===== config.mk =====
export PLATFORM = sky130hd
export DESIGN_NAME = fourbytemerge
export DESIGN_NICKNAME = d
export VERILOG_FILES = /design/src/rtl/fourbytemerge_pkg.sv /design/src/rtl/fourbytemerge_mergeselect.sv /design/src/rtl/fourbytemerge.sv
export SDC_FILE = /design/constraint.sdc
export NUM_CORES = 1
export LEC_CHECK = 0
export CAP_MARGIN = 15
export CORE_MARGIN = 2
export CORE_UTILIZATION = 40
export CTS_BUF_LIST = sky130_fd_sc_hd__clkbuf_16
export CTS_CLUSTER_SIZE = 12
export DETAILED_ROUTE_END_ITERATION = 12
export GPL_TIMING_DRIVEN = 0
export SYNTH_ARGS = -nofsm -noshare
export SYNTH_HDL_FRONTEND = slang
export SYNTH_SLANG_ARGS = --single-unit
export TNS_END_PERCENT = 10

===== constraint.sdc =====
create_clock -name clock -period 3.5 [get_ports clock]
set_input_delay 1.05 -clock clock [delete_from_list [all_inputs] [get_ports clock]]
set_output_delay 1.05 -clock clock [all_outputs]
set_load 0.02 [all_outputs]

===== src/rtl/fourbytemerge_pkg.sv =====
// Shared definitions for the mergesort merge levels.
//   WIDTH_DEFAULT : default element width
//   GROUP_SIZE    : elements per merged group at the 4-byte level
//   state_t       : merge-stage FSM encoding (IDLE=0, MERGE=1)
package fourbytemerge_pkg;

    localparam int WIDTH_DEFAULT = 8;
    localparam int GROUP_SIZE    = 4;

    typedef enum logic {
        IDLE  = 1'b0,
        MERGE = 1'b1
    } state_t;

endpackage


===== src/rtl/fourbytemerge_mergeselect.sv =====
// Two-pointer merge select: picks the next element of two ascending
// two-element runs and reports which side advances.
//   a0, a1, b0, b1 : run contents
//   ia, ib         : read pointers (0..2, 2 = run exhausted)
//   data           : selected element
//   take_a         : 1 when the element comes from run A
module mergeselect
    import fourbytemerge_pkg::*;
#(
    parameter int WIDTH = WIDTH_DEFAULT
) (
    input  logic [WIDTH-1:0] a0,
    input  logic [WIDTH-1:0] a1,
    input  logic [WIDTH-1:0] b0,
    input  logic [WIDTH-1:0] b1,
    input  logic [1:0]       ia,
    input  logic [1:0]       ib,
    output logic [WIDTH-1:0] data,
    output logic             take_a
);

    logic [WIDTH-1:0] a_cur;
    logic [WIDTH-1:0] b_cur;

    // Pointer bit 0 selects the element; an exhausted pointer (2) is
    // filtered out by the take_a decision below.
    assign a_cur = ia[0] ? a1 : a0;
    assign b_cur = ib[0] ? b1 : b0;

    always_comb begin
        take_a = 1'b0;
        if (ib == 2'd2) begin
            take_a = 1'b1;
        end else if (ia == 2'd2) begin
            take_a = 1'b0;
        end else begin
            // Ties go to A so equal keys keep their original order.
            take_a = (a_cur <= b_cur);
        end
    end

    assign data = take_a ? a_cur : b_cur;

endmodule


===== src/rtl/fourbytemerge.sv =====
// Merge stage for two ascending two-element runs. Accepts one group of
// four bytes per input handshake and emits them in ascending order, one
// per cycle, flagging the fourth with out_last.
//   clock, reset          : clock, asynchronous active-low reset
//   in_valid / in_ready   : input group handshake
//   a0, a1 / b0, b1       : run A / run B, each expected ascending
//   out_valid / out_ready : output element handshake
//   out_data, out_last    : merged element, end-of-group marker
//   order_err             : sticky flag, an accepted run was not ascending
module fourbytemerge
    import fourbytemerge_pkg::*;
#(
    parameter int WIDTH = WIDTH_DEFAULT
) (
    input  logic             clock,
    input  logic             reset,
    input  logic             in_valid,
    output logic             in_ready,
    input  logic [WIDTH-1:0] a0,
    input  logic [WIDTH-1:0] a1,
    input  logic [WIDTH-1:0] b0,
    input  logic [WIDTH-1:0] b1,
    output logic             out_valid,
    input  logic             out_ready,
    output logic [WIDTH-1:0] out_data,
    output logic             out_last,
    output logic             order_err
);

    localparam logic [1:0] LAST_CNT = 2'(GROUP_SIZE - 1);

    state_t           state_reg;
    logic [WIDTH-1:0] a0_reg, a1_reg, b0_reg, b1_reg;
    logic [1:0]       ia_reg, ib_reg, cnt_reg;
    logic             order_err_reg;

    logic [WIDTH-1:0] sel_data;
    logic             sel_take_a;
    logic             in_merge;
    logic             accept;
    logic             beat;

    mergeselect #(.WIDTH(WIDTH)) u_select (
        .a0     (a0_reg),
        .a1     (a1_reg),
        .b0     (b0_reg),
        .b1     (b1_reg),
        .ia     (ia_reg),
        .ib     (ib_reg),
        .data   (sel_data),
        .take_a (sel_take_a)
    );

    assign in_merge  = (state_reg == MERGE);
    assign out_valid = in_merge;
    assign out_last  = in_merge && (cnt_reg == LAST_CNT);
    // Outputs come straight from held registers, so they stay stable
    // during stalls and fall to zero as soon as reset asserts.
    assign out_data  = in_merge ? sel_data : '0;
    assign order_err = order_err_reg;

    // A new group can slip in on the same cycle the last beat leaves,
    // which gives gap-free back-to-back groups.
    assign in_ready = !in_merge || (out_last && out_ready);
    assign accept   = in_valid && in_ready;
    assign beat     = out_valid && out_ready;

    always_ff @(posedge clock or negedge reset) begin
        if (!reset) begin
            state_reg     <= IDLE;
            a0_reg        <= '0;
            a1_reg        <= '0;
            b0_reg        <= '0;
            b1_reg        <= '0;
            ia_reg        <= 2'd0;
            ib_reg        <= 2'd0;
            cnt_reg       <= 2'd0;
            order_err_reg <= 1'b0;
        end else if (accept) begin
            state_reg <= MERGE;
            a0_reg    <= a0;
            a1_reg    <= a1;
            b0_reg    <= b0;
            b1_reg    <= b1;
            ia_reg    <= 2'd0;
            ib_reg    <= 2'd0;
            cnt_reg   <= 2'd0;
            // Unsorted runs are merged as-is; only the flag records it.
            if ((a0 > a1) || (b0 > b1)) begin
                order_err_reg <= 1'b1;
            end
        end else if (beat) begin
            if (out_last) begin
                state_reg <= IDLE;
            end else begin
                cnt_reg <= cnt_reg + 2'd1;
                if (sel_take_a) begin
                    ia_reg <= ia_reg + 2'd1;
                end else begin
                    ib_reg <= ib_reg + 2'd1;
                end
            end
        end
    end

endmodule


==> impl.org, run 1 <==
** STA
- Tightest Pin Transition :: 0.4955 ns
- Period minus WS final :: 3.696 ns
- Worst Setup Slack, final :: -0.1962 ns
- Pins over their slew limit :: 0
- Worst slew margin relative to its limit :: 66.96%
- The tightest hold path in the finished design has a slack of 0.4779 ns.
- The clock arrives with 0.007414 ns of skew.
- Setup repair after global routing could not meet its margin everywhere.
- Final period util :: 105.6%
- Based on the critical path, the design can be clocked at up to 270.5 MHz.
- Setup-violating endpoint count in the final report :: 8
- The number of hold violations in the final report came to 0.

** Floorplan
- Once the floorplan was initialized, standard cells occupied 41.20% of the core.
- After floorplanning, the core was divided into 29 placement rows.
- Die boundary width :: 84.88 um
- The die covers 7204 um2.
- The core region is 6350 um2.
- 48 I/O pins were placed.
- From bottom edge to top edge, the die measures 84.88 um.

** Synth
- Synthesized cell area :: 2616 um2
- Post-synthesis sequential element count :: 40
- Synthesis warning total :: 0
- For this run, the register share of the synthesized area comes to 38.26%.
- After synthesis, the netlist uses 36 different library cells.
- Gate count after technology mapping :: 249
- EDFF count, synth :: 0
- Of all flip-flops after synthesis, the portion carrying an async set or reset was 100.0%.
- For this run, the leading register cell type out of synthesis is dfrtp_1.
- Each instance of the synthesized netlist takes up on average 10.51 um2.
- The number of nets in the synthesized netlist is 312.

** Clocking
- Clock latency on the worst-skew pair :: 0.28 ns
- CTS built an H-tree with a depth of 2.
- Clock Sinks :: 40
- The number of clock buffers added by TritonCTS is 5.
- After clock tree synthesis, the flow added hold-fix buffers numbering 0.
- After clock tree synthesis, the clock-pin slew on the worst setup and hold paths is 0.06 ns.
- The clock passes through at most 2 buffers.
- TritonCTS built the clock tree.
- Root buffer selected by CTS :: clkbuf_16

** Power
- Worst vdd ir :: 1316 uV
- Summed over all cells, the static leakage comes to 1.699 nW.
- Pwr dens :: 1126 nW/um2

** Setup path
- For the worst setup path, the data required time is 2.45 ns.
- Cell family contributing the most delay on the critical path :: multiplexers
- Maximum cell stage delay along the critical path :: 0.43 ns
- Critical Path Fanout Max :: 8
- CP bufs+invs :: 3
- At the worst endpoint, the arrival time is 2.65 ns.
- The worst register-to-register path ends at ib_reg[1]$_DFFE_PN0P_.
- Category of the worst setup path capture point :: output port
- Type of origin of the critical path :: flip-flop
- The setup path with the least slack is of type flip-flop to output port.
- FF-to-FF setup slack :: 1.10 ns
- The signal on the critical path passes through buf_6, mux2_4, ha_4, nor2b_4, o211a_1, o21ai_4, a21boi_4, buf_12, mux2_4, buf_6.
- Cell with the largest stage delay on the worst path :: dfrtp_1
- Worst R2R Path Depth :: 9
- The startpoint identified for the worst register-to-register timing path is ia_reg[0]$_DFFE_PN0P_.

** Global route
- Maximum number of pins on one net before global-route repair :: 23
- First-pass GRT wire length :: 10830 um
- Summed over all layers, the global routing overflow is 0.
- GRT Util Overall :: 19.09%
- The number of global-route vias before repair was 2187.
- The initial antenna violation count came to 0.

** Route
- The routed design has 6276 um of wire.
- Met3 routed WL :: 183 um
- Drt first pass iters :: 4
- Detail Route met2 WL :: 3076 um
- Avg WL per Cell :: 16.13 um
- For this run, design rule violations remaining after detail routing come to 0.
- Dividing the detail-routed via count by the number of cells gives 5.165.
- M1 WL :: 2983 um
- Remaining antenna violation count after routing :: 0
- The detailed router finished its first iteration with 60 violations.
- Uppermost routed layer :: met4
- Routed via count :: 2009

** Worst hold path
- Worst hold start :: order_err$_DFFE_PN0P_
- Worst hold path type :: flip-flop to flip-flop
- Along the worst hold path, the cell count comes to 1.
- Min-Delay Endpoint :: order_err$_DFFE_PN0P_

** Placed design
- RD Place Congestion :: 0.8275
- HPWL after detailed placement :: 4567 um
- The count of buffers added on input and output ports is 47.
- Prior to clock tree synthesis, the placed netlist has a worst setup slack of -0.6269 ns.
- Post-DP Area :: 3206 um2

** Finish
- Most frequent cells in the layout :: dfrtp_1, clkdlybuf4s50_1, inv_1, nand2_1, ha_1
- Number of diodes :: 0
- At the end of the flow, the number of nets in the layout was 375.
- Most common cell after layout, fill and taps aside :: dfrtp_1
- Area grow syn2layout :: 40.27%
- Filler Cells Inserted :: 540
- The post-route netlist has 27.24% of its cells at a drive strength greater than 1.
- Fin area :: 3670 um2

** Outcome
- Failing checks :: setup timing
- The run finished, with violations left.

** Run
- Across the run, the number of max-cap violations was 0.
## repair_timing
action	CTS	global route
cloned	1	0
endpoints found under the setup margin	8	9
pin swaps	7	2
setup buffers	7	0
gates resized for setup	88	6
## synth_stat cells (all sizes together) (2+ instances only)
cell type  number  area, um2
a31oi           3      33.78
a22o            2      17.52
a21oi           7      35.03
o211ai          4      30.03
mux2i          12      120.1
clkbuf          4      15.01
nand4           6      37.54
and4            2      22.52
inv            22      82.58
dfrtp          40       1001
and2            9      56.30
nor3            2      10.01
nor2b          12      82.58
mux2           33      371.6
a211o           2      17.52
nand2          24      92.59
buf             5      23.77
o21ai          18      101.4
nor2            5      18.77
ha             27      337.8
## how the worst max path moves through the flow
stage,endpoint,depth (start not counted),start,slack (ns)
2_1_floorplan,out_data[0],7,ia_reg[0]$_DFFE_PN0P_,0.16
5_1_grt,out_data[6],10,ia_reg[0]$_DFFE_PN0P_,-0.25
3_3_place_gp,out_data[6],8,ia_reg[0]$_DFFE_PN0P_,-0.63
3_5_place_dp,out_data[1],8,ia_reg[0]$_DFFE_PN0P_,-0.63
4_1_cts,out_data[6],9,ia_reg[0]$_DFFE_PN0P_,-0.18
6_report,out_data[7],10,ia_reg[0]$_DFFE_PN0P_,-0.20
## kinds of logic (layout without fill, tap and decap cells)
logic type      Yosys count  in the layout  share of synthesized area [%]
compound gates           44             44                          12.63
fa+ha+maj                27             27                          12.91
simple gates             62             62                          12.77
flops                    40             40                          38.26
buf+inv                  31             94                          4.639
mux                      45             45                          18.80
## final cells by class
type / count / area [um2] / share of cell area, %
buffer: 9 / 60.06 / 1.637
clock inverter: 2 / 8.758 / 0.2387
sequential: 40 / 1001 / 27.28
multi-input combinational: 178 / 1710 / 46.61
clock buffer: 5 / 125.1 / 3.409
tap: 77 / 96.34 / 2.625
timing repair buffer: 56 / 585.6 / 15.96
inverter: 22 / 82.58 / 2.250
## per-stage QoR
stage	std cells	total power, mW	TNS (ns)	util [%]
after CTS	389	4.079	-1.384	57.30
after global routing	389	4.408	-1.959	57.79
after floorplan	249	2.290	0	-
after detailed placement	374	2.961	-4.964	50.48
final	389	4.133	-1.498	57.79
after global placement	373	2.931	-4.975	50.13
## where the power goes
part | switching [mW] | internal, mW | total, mW
combinational | 1.27 | 1.57 | 2.85
clock | 0.178 | 0.256 | 0.434
sequential | 0.166 | 0.687 | 0.853
total | 1.62 | 2.52 | 4.13
## worst reg2reg max path, stage by stage (launching register included)
cell	delay, ns
dfrtp_1	0.43
buf_6	0.18
mux2_4	0.33
ha_4	0.27
nor2b_4	0.12
o211a_1	0.18
o21ai_4	0.07
buf_4	0.15
o41ai_4	0.37
mux2i_1	0.23
## per-layer routing
layer	vias up	track usage (%)
li1	1008	-
met1	964	25.64
met5	-	0
met2	32	31.93
met3	5	3.210
met4	0	5.483
Note: power is estimated with default switching activity, not from simulation.
==> run 2: changes to the inputs <==
--- a/config.mk
+++ b/config.mk
@@ -12,6 +12,7 @@
 export CTS_CLUSTER_SIZE = 12
 export DETAILED_ROUTE_END_ITERATION = 12
 export GPL_TIMING_DRIVEN = 0
+export SLEW_MARGIN = 20
 export SYNTH_ARGS = -nofsm -noshare
 export SYNTH_HDL_FRONTEND = slang
 export SYNTH_SLANG_ARGS = --single-unit
==> results of run 2 <==
Final layout, timing and power as in run 1 (identical DEF).
==> run 3: changes to the inputs <==
--- a/config.mk
+++ b/config.mk
@@ -12,8 +12,10 @@
 export CTS_CLUSTER_SIZE = 12
 export DETAILED_ROUTE_END_ITERATION = 12
 export GPL_TIMING_DRIVEN = 0
+export PLACE_DENSITY = 0.68
 export SLEW_MARGIN = 20
 export SYNTH_ARGS = -nofsm -noshare
 export SYNTH_HDL_FRONTEND = slang
+export SYNTH_HIERARCHICAL = 1
 export SYNTH_SLANG_ARGS = --single-unit
 export TNS_END_PERCENT = 10
==> run 3 against run 2 <==
Against the previous run: the run still ends with setup timing left; global-route usage is 1.1 points higher; clock skew down 0.0018 ns; combinational power is 1% higher; core utilization shrank 1.8 points; via count up 12%; sequential cell count unchanged; critical endpoint is now out_data[3]; largest cell class unchanged; first-iteration DRC count rose by 120%; worst setup slack got worse by 0.28 ns; sequential share of layout area grew 1.0 points; final cell count increased by 10%; synthesized cell count increased by 15%; worst hold slack got worse by 0.0050 ns.
==> impl.org, run 3 <==
** Floorplan
- The die is 84.45 um wide.
- The initialized floorplan defines 29 standard-cell rows.
- 48 I/O pins were placed.
- Height of the die :: 84.45 um
- For this configuration, the core starts out at a cell density of 41.00%.
- The die covers 7131 um2.
- The floorplan step defined a core boundary enclosing 6314 um2.

** Power
- For this design the ratio of total power to cell area is 1174 nW/um2.
- Across the VDD grid, the largest voltage drop is 1213 uV.
- Fraction of power spent switching nets :: 44.11%
- Total leakage power :: 1.695 nW
- Per report_power, the combinational group accounts for 69.5% of the total.
- P_sw :: 1.832 mW
- Share of total power in the clock network :: 10.7%
- Total internal power :: 2.322 mW
- Part of the power in registers :: 19.8%

** STA
- Final period util :: 113.5%
- Maximum clock frequency :: 251.7 MHz
- Worst slew margin relative to its limit :: 63.42%
- Setup repair after global routing could not meet its margin everywhere.
- Counting I/O delays and the setup requirement, the final critical path takes 3.974 ns.
- Tightest Pin Transition :: 0.5487 ns
- Setup-violating endpoint count in the final report :: 8
- Final hold analysis gives a worst-case slack of 0.4728 ns.
- Pins over their slew limit :: 0
- Worst-case clock skew :: 0.005620 ns
- In the post-route analysis, the smallest setup slack over all paths is -0.4737 ns.
- Hold violation total from the final report :: 0

** Setup path
- Cell family contributing the most delay on the critical path :: compound AO/OA/AOI/OAI gates
- Data arrival time of the worst path :: 2.92 ns
- The largest single stage delay on the critical path is 0.39 ns.
- CP bufs+invs :: 4
- Among all stages on the critical path, the largest delay is contributed by dfrtp_1.
- Data on the critical path is required at its endpoint by 2.45 ns.
- Category of the worst setup path capture point :: output port
- STA classifies the critical path startpoint as a flip-flop.
- Walking the worst path, the cells encountered are buf_6, buf_4, mux2_4, ha_1, a21o_1, a221oi_4, o221ai_4, buf_6, a21oi_2, a31oi_2, and2_1, buf_4.
- Category of the critical setup timing path :: flip-flop to output port
- Of all nets on the critical path, the largest fanout is 6.

** Synth
- A synthesized cell averages 9.052 um2.
- Counting every net in the synthesized netlist gives 347.
- Proportion of netlist area held by the largest area contributor :: 38.67%
- After synthesis, the cell types taking the most area are dfrtp_1, ha_1, nand2_1.
- Portion of the post-synthesis area used by sequential elements :: 38.67%
- Area share of and/or/nand/nor cells after synthesis :: 18.61%
- The synthesized netlist devotes 12.08% of its cell area to adder and majority cells.
- After synthesis the netlist holds a flip-flop and latch count of 40.
- For this run, the leading register cell type out of synthesis is dfrtp_1.
- Yosys instantiated no cell more often than nand2_1.
- Synth async-reset ratio :: 100.0%
- Of the total synthesized cell area, the portion taken by XOR and XNOR cells is 0.6767%.
- Distinct cell type count of the synthesized netlist :: 43
- Yosys mapped a number of flops with a built-in enable equal to 0.
- Compound-gate portion of the synthesized area :: 15.76%
- Measured against the total synthesized area, the mux share comes to 7.298%.
- Summed over all instances, the cell type with the most area after synthesis is dfrtp_1.
- Dominant combinational cell family by area after synthesis :: simple AND/OR/NAND/NOR gates
- Synthesis produced 286 cells.
- Synthesis warning total :: 6
- By count the netlist is led by nand2_1, dfrtp_1, ha_1.
- The synthesized netlist occupies a cell area of 2589 um2.

** Finish
- Most frequent cells in the layout :: nand2_1, dfrtp_1, clkdlybuf4s50_1
- The filler cells instantiated in the layout total 595.
- Most common cell after layout, fill and taps aside :: nand2_1
- Share of final-layout standard cells stronger than drive strength 1 :: 19.89%
- Compared with the post-synthesis result, the final layout area differs by 36.64%.
- 0 antenna diodes ended up in the layout.
- Post-layout net count :: 412

** Route
- For this block, the via count after detailed routing is 2248.
- Number of remaining DRC errors :: 0
- Met3 routed WL :: 220 um
- Once detail routing completed, the nets flagged for antenna violations numbered 0.
- Summed over all nets, wire length on met2 after detailed routing comes to 3202 um.
- After detailed routing, the average wire length per cell comes to 15.50 um.
- Drt first pass iters :: 4
- Uppermost routed layer :: met4
- The first routing iteration left 134 violations.
- Average via count per standard cell :: 5.240
- Routed Wire Length :: 6648 um
- In the final routing, the length of wire on met1 measures 3081 um.

** Clocking
- Root buffer selected by CTS :: clkbuf_16
- Register clock-pin slew on the reported worst setup and hold paths :: 0.06 ns
- Maximum level of the CTS H-tree :: 2
- Clock Sinks :: 40
- TritonCTS clock tree :: built
- Buffers inserted during clock tree synthesis total 5.
- The clock passes through at most 2 buffers.
- The later pin in the worst-skew pair is clocked with a latency of 0.29 ns.

** Placed design
- RD Place Congestion :: 0.8165
- Port buffering added 47 buffers.
- Before CTS, the worst setup slack after placement is -0.7558 ns.
- HPWL after detailed placement :: 4682 um

** Global route
- Global routing finished with a remaining overflow of 0.
- Antenna violations before repair :: 0
- Via count of the first global-routing pass :: 2441
- First-pass GRT wire length :: 11500 um
- Maximum number of pins on one net before global-route repair :: 30
- GRT Util Overall :: 20.17%

** Worst hold path
- The worst hold path belongs to the class flip-flop to flip-flop.

** Outcome
- The run finished, with violations left.
- The final reports fail on setup timing.

** Run
- Count of maximum capacitance violations :: 0
[run 3: cell types whose count changed after synthesis, moves of 4 or more]
| cell | delta |
|---|---|
| nand4_1 | -4 |
| a31oi_1 | +6 |
| nor2b_1 | -8 |
| nand2_1 | +48 |
| mux2_2 | -26 |
| o21ai_0 | +5 |
| a21oi_2 | +4 |
| a21oi_1 | +6 |
[run 3: cells by family (layout without fill, tap and decap cells)]
family                     count (synthesis)  count (layout)
buffers and inverters                     37             103
adders and majority gates                 25              25
and+or+nand+nor                          103             103
xor gates and xnor gates                   2               2
DFF                                       40              40
AOI/OAI and AO/OA                         61              61
muxes                                     18              18
[run 3: final timing paths]
check	from	endpoint	slack (ns)	cells past startpoint
worst max-delay path	ia_reg[0]$_DFFE_PN0P_	out_data[3]	-0.47	12
worst min-delay path	order_err$_DFFE_PN0P_	order_err$_DFFE_PN0P_	0.47	1
worst max register to register	ia_reg[0]$_DFFE_PN0P_	ib_reg[0]$_DFFE_PN0P_	0.76	13
worst min register to register	order_err$_DFFE_PN0P_	order_err$_DFFE_PN0P_	0.47	1
max in group asynchronous	reset	cnt_reg[1]$_DFFE_PN0P_	2.41	2
min in group asynchronous	reset	order_err$_DFFE_PN0P_	0.64	1
[run 3: timing repair]
| item | 4_1_cts | 5_1_grt |
|---|---|---|
| buffers inserted | 9 | 0 |
| gates cloned | 1 | 0 |
| gates resized for setup | 62 | 11 |
| setup endpoints to repair | 9 | 8 |
| hold buffers | 0 | 0 |
| hold endpoints to repair | 0 | 0 |
| pin swaps | 5 | 2 |
[run 3: layout make-up]
cell class                 count  area [um2]  area share (%)
buffer                        12       88.84           2.511
clock inverter                 3       16.27          0.4599
inverter                      25       93.84           2.653
clock buffer                   5       125.1           3.537
multi-input combinational    209        1562           44.15
tap                           77       96.34           2.724
timing repair buffer          58       554.3           15.67
sequential                    40        1001           28.30
[run 3: through the flow]
step,setup TNS [ns],util (%),instance area [um2],power (mW),instances
final,-3.308,56.02,3537,4.154,429
after global routing,-4.097,56.02,3537,4.445,429
after CTS,-2.648,55.07,3477,3.897,429
after detailed placement,-5.161,50.22,3171,3.140,411
after global placement,-4.642,49.98,3156,3.075,410
after floorplan,0,-,2589,2.376,286
[run 3: routing by layer]
layer / GRT usage [%] / vias to the layer above
met2: 33.41 / 42
met3: 3.835 / 11
met1: 26.48 / 1087
li1: - / 1108
met5: 0 / -
met4: 7.215 / 0
[run 3: power groups by stage]
stage	Combinational [mW]	Sequential (mW)	Clock, mW
2_1_floorplan	1.59	0.786	0
3_3_place_gp	2.27	0.802	0
3_5_place_dp	2.33	0.814	0
4_1_cts	2.64	0.812	0.448
5_1_grt	3.13	0.850	0.469
6_report	2.89	0.823	0.446
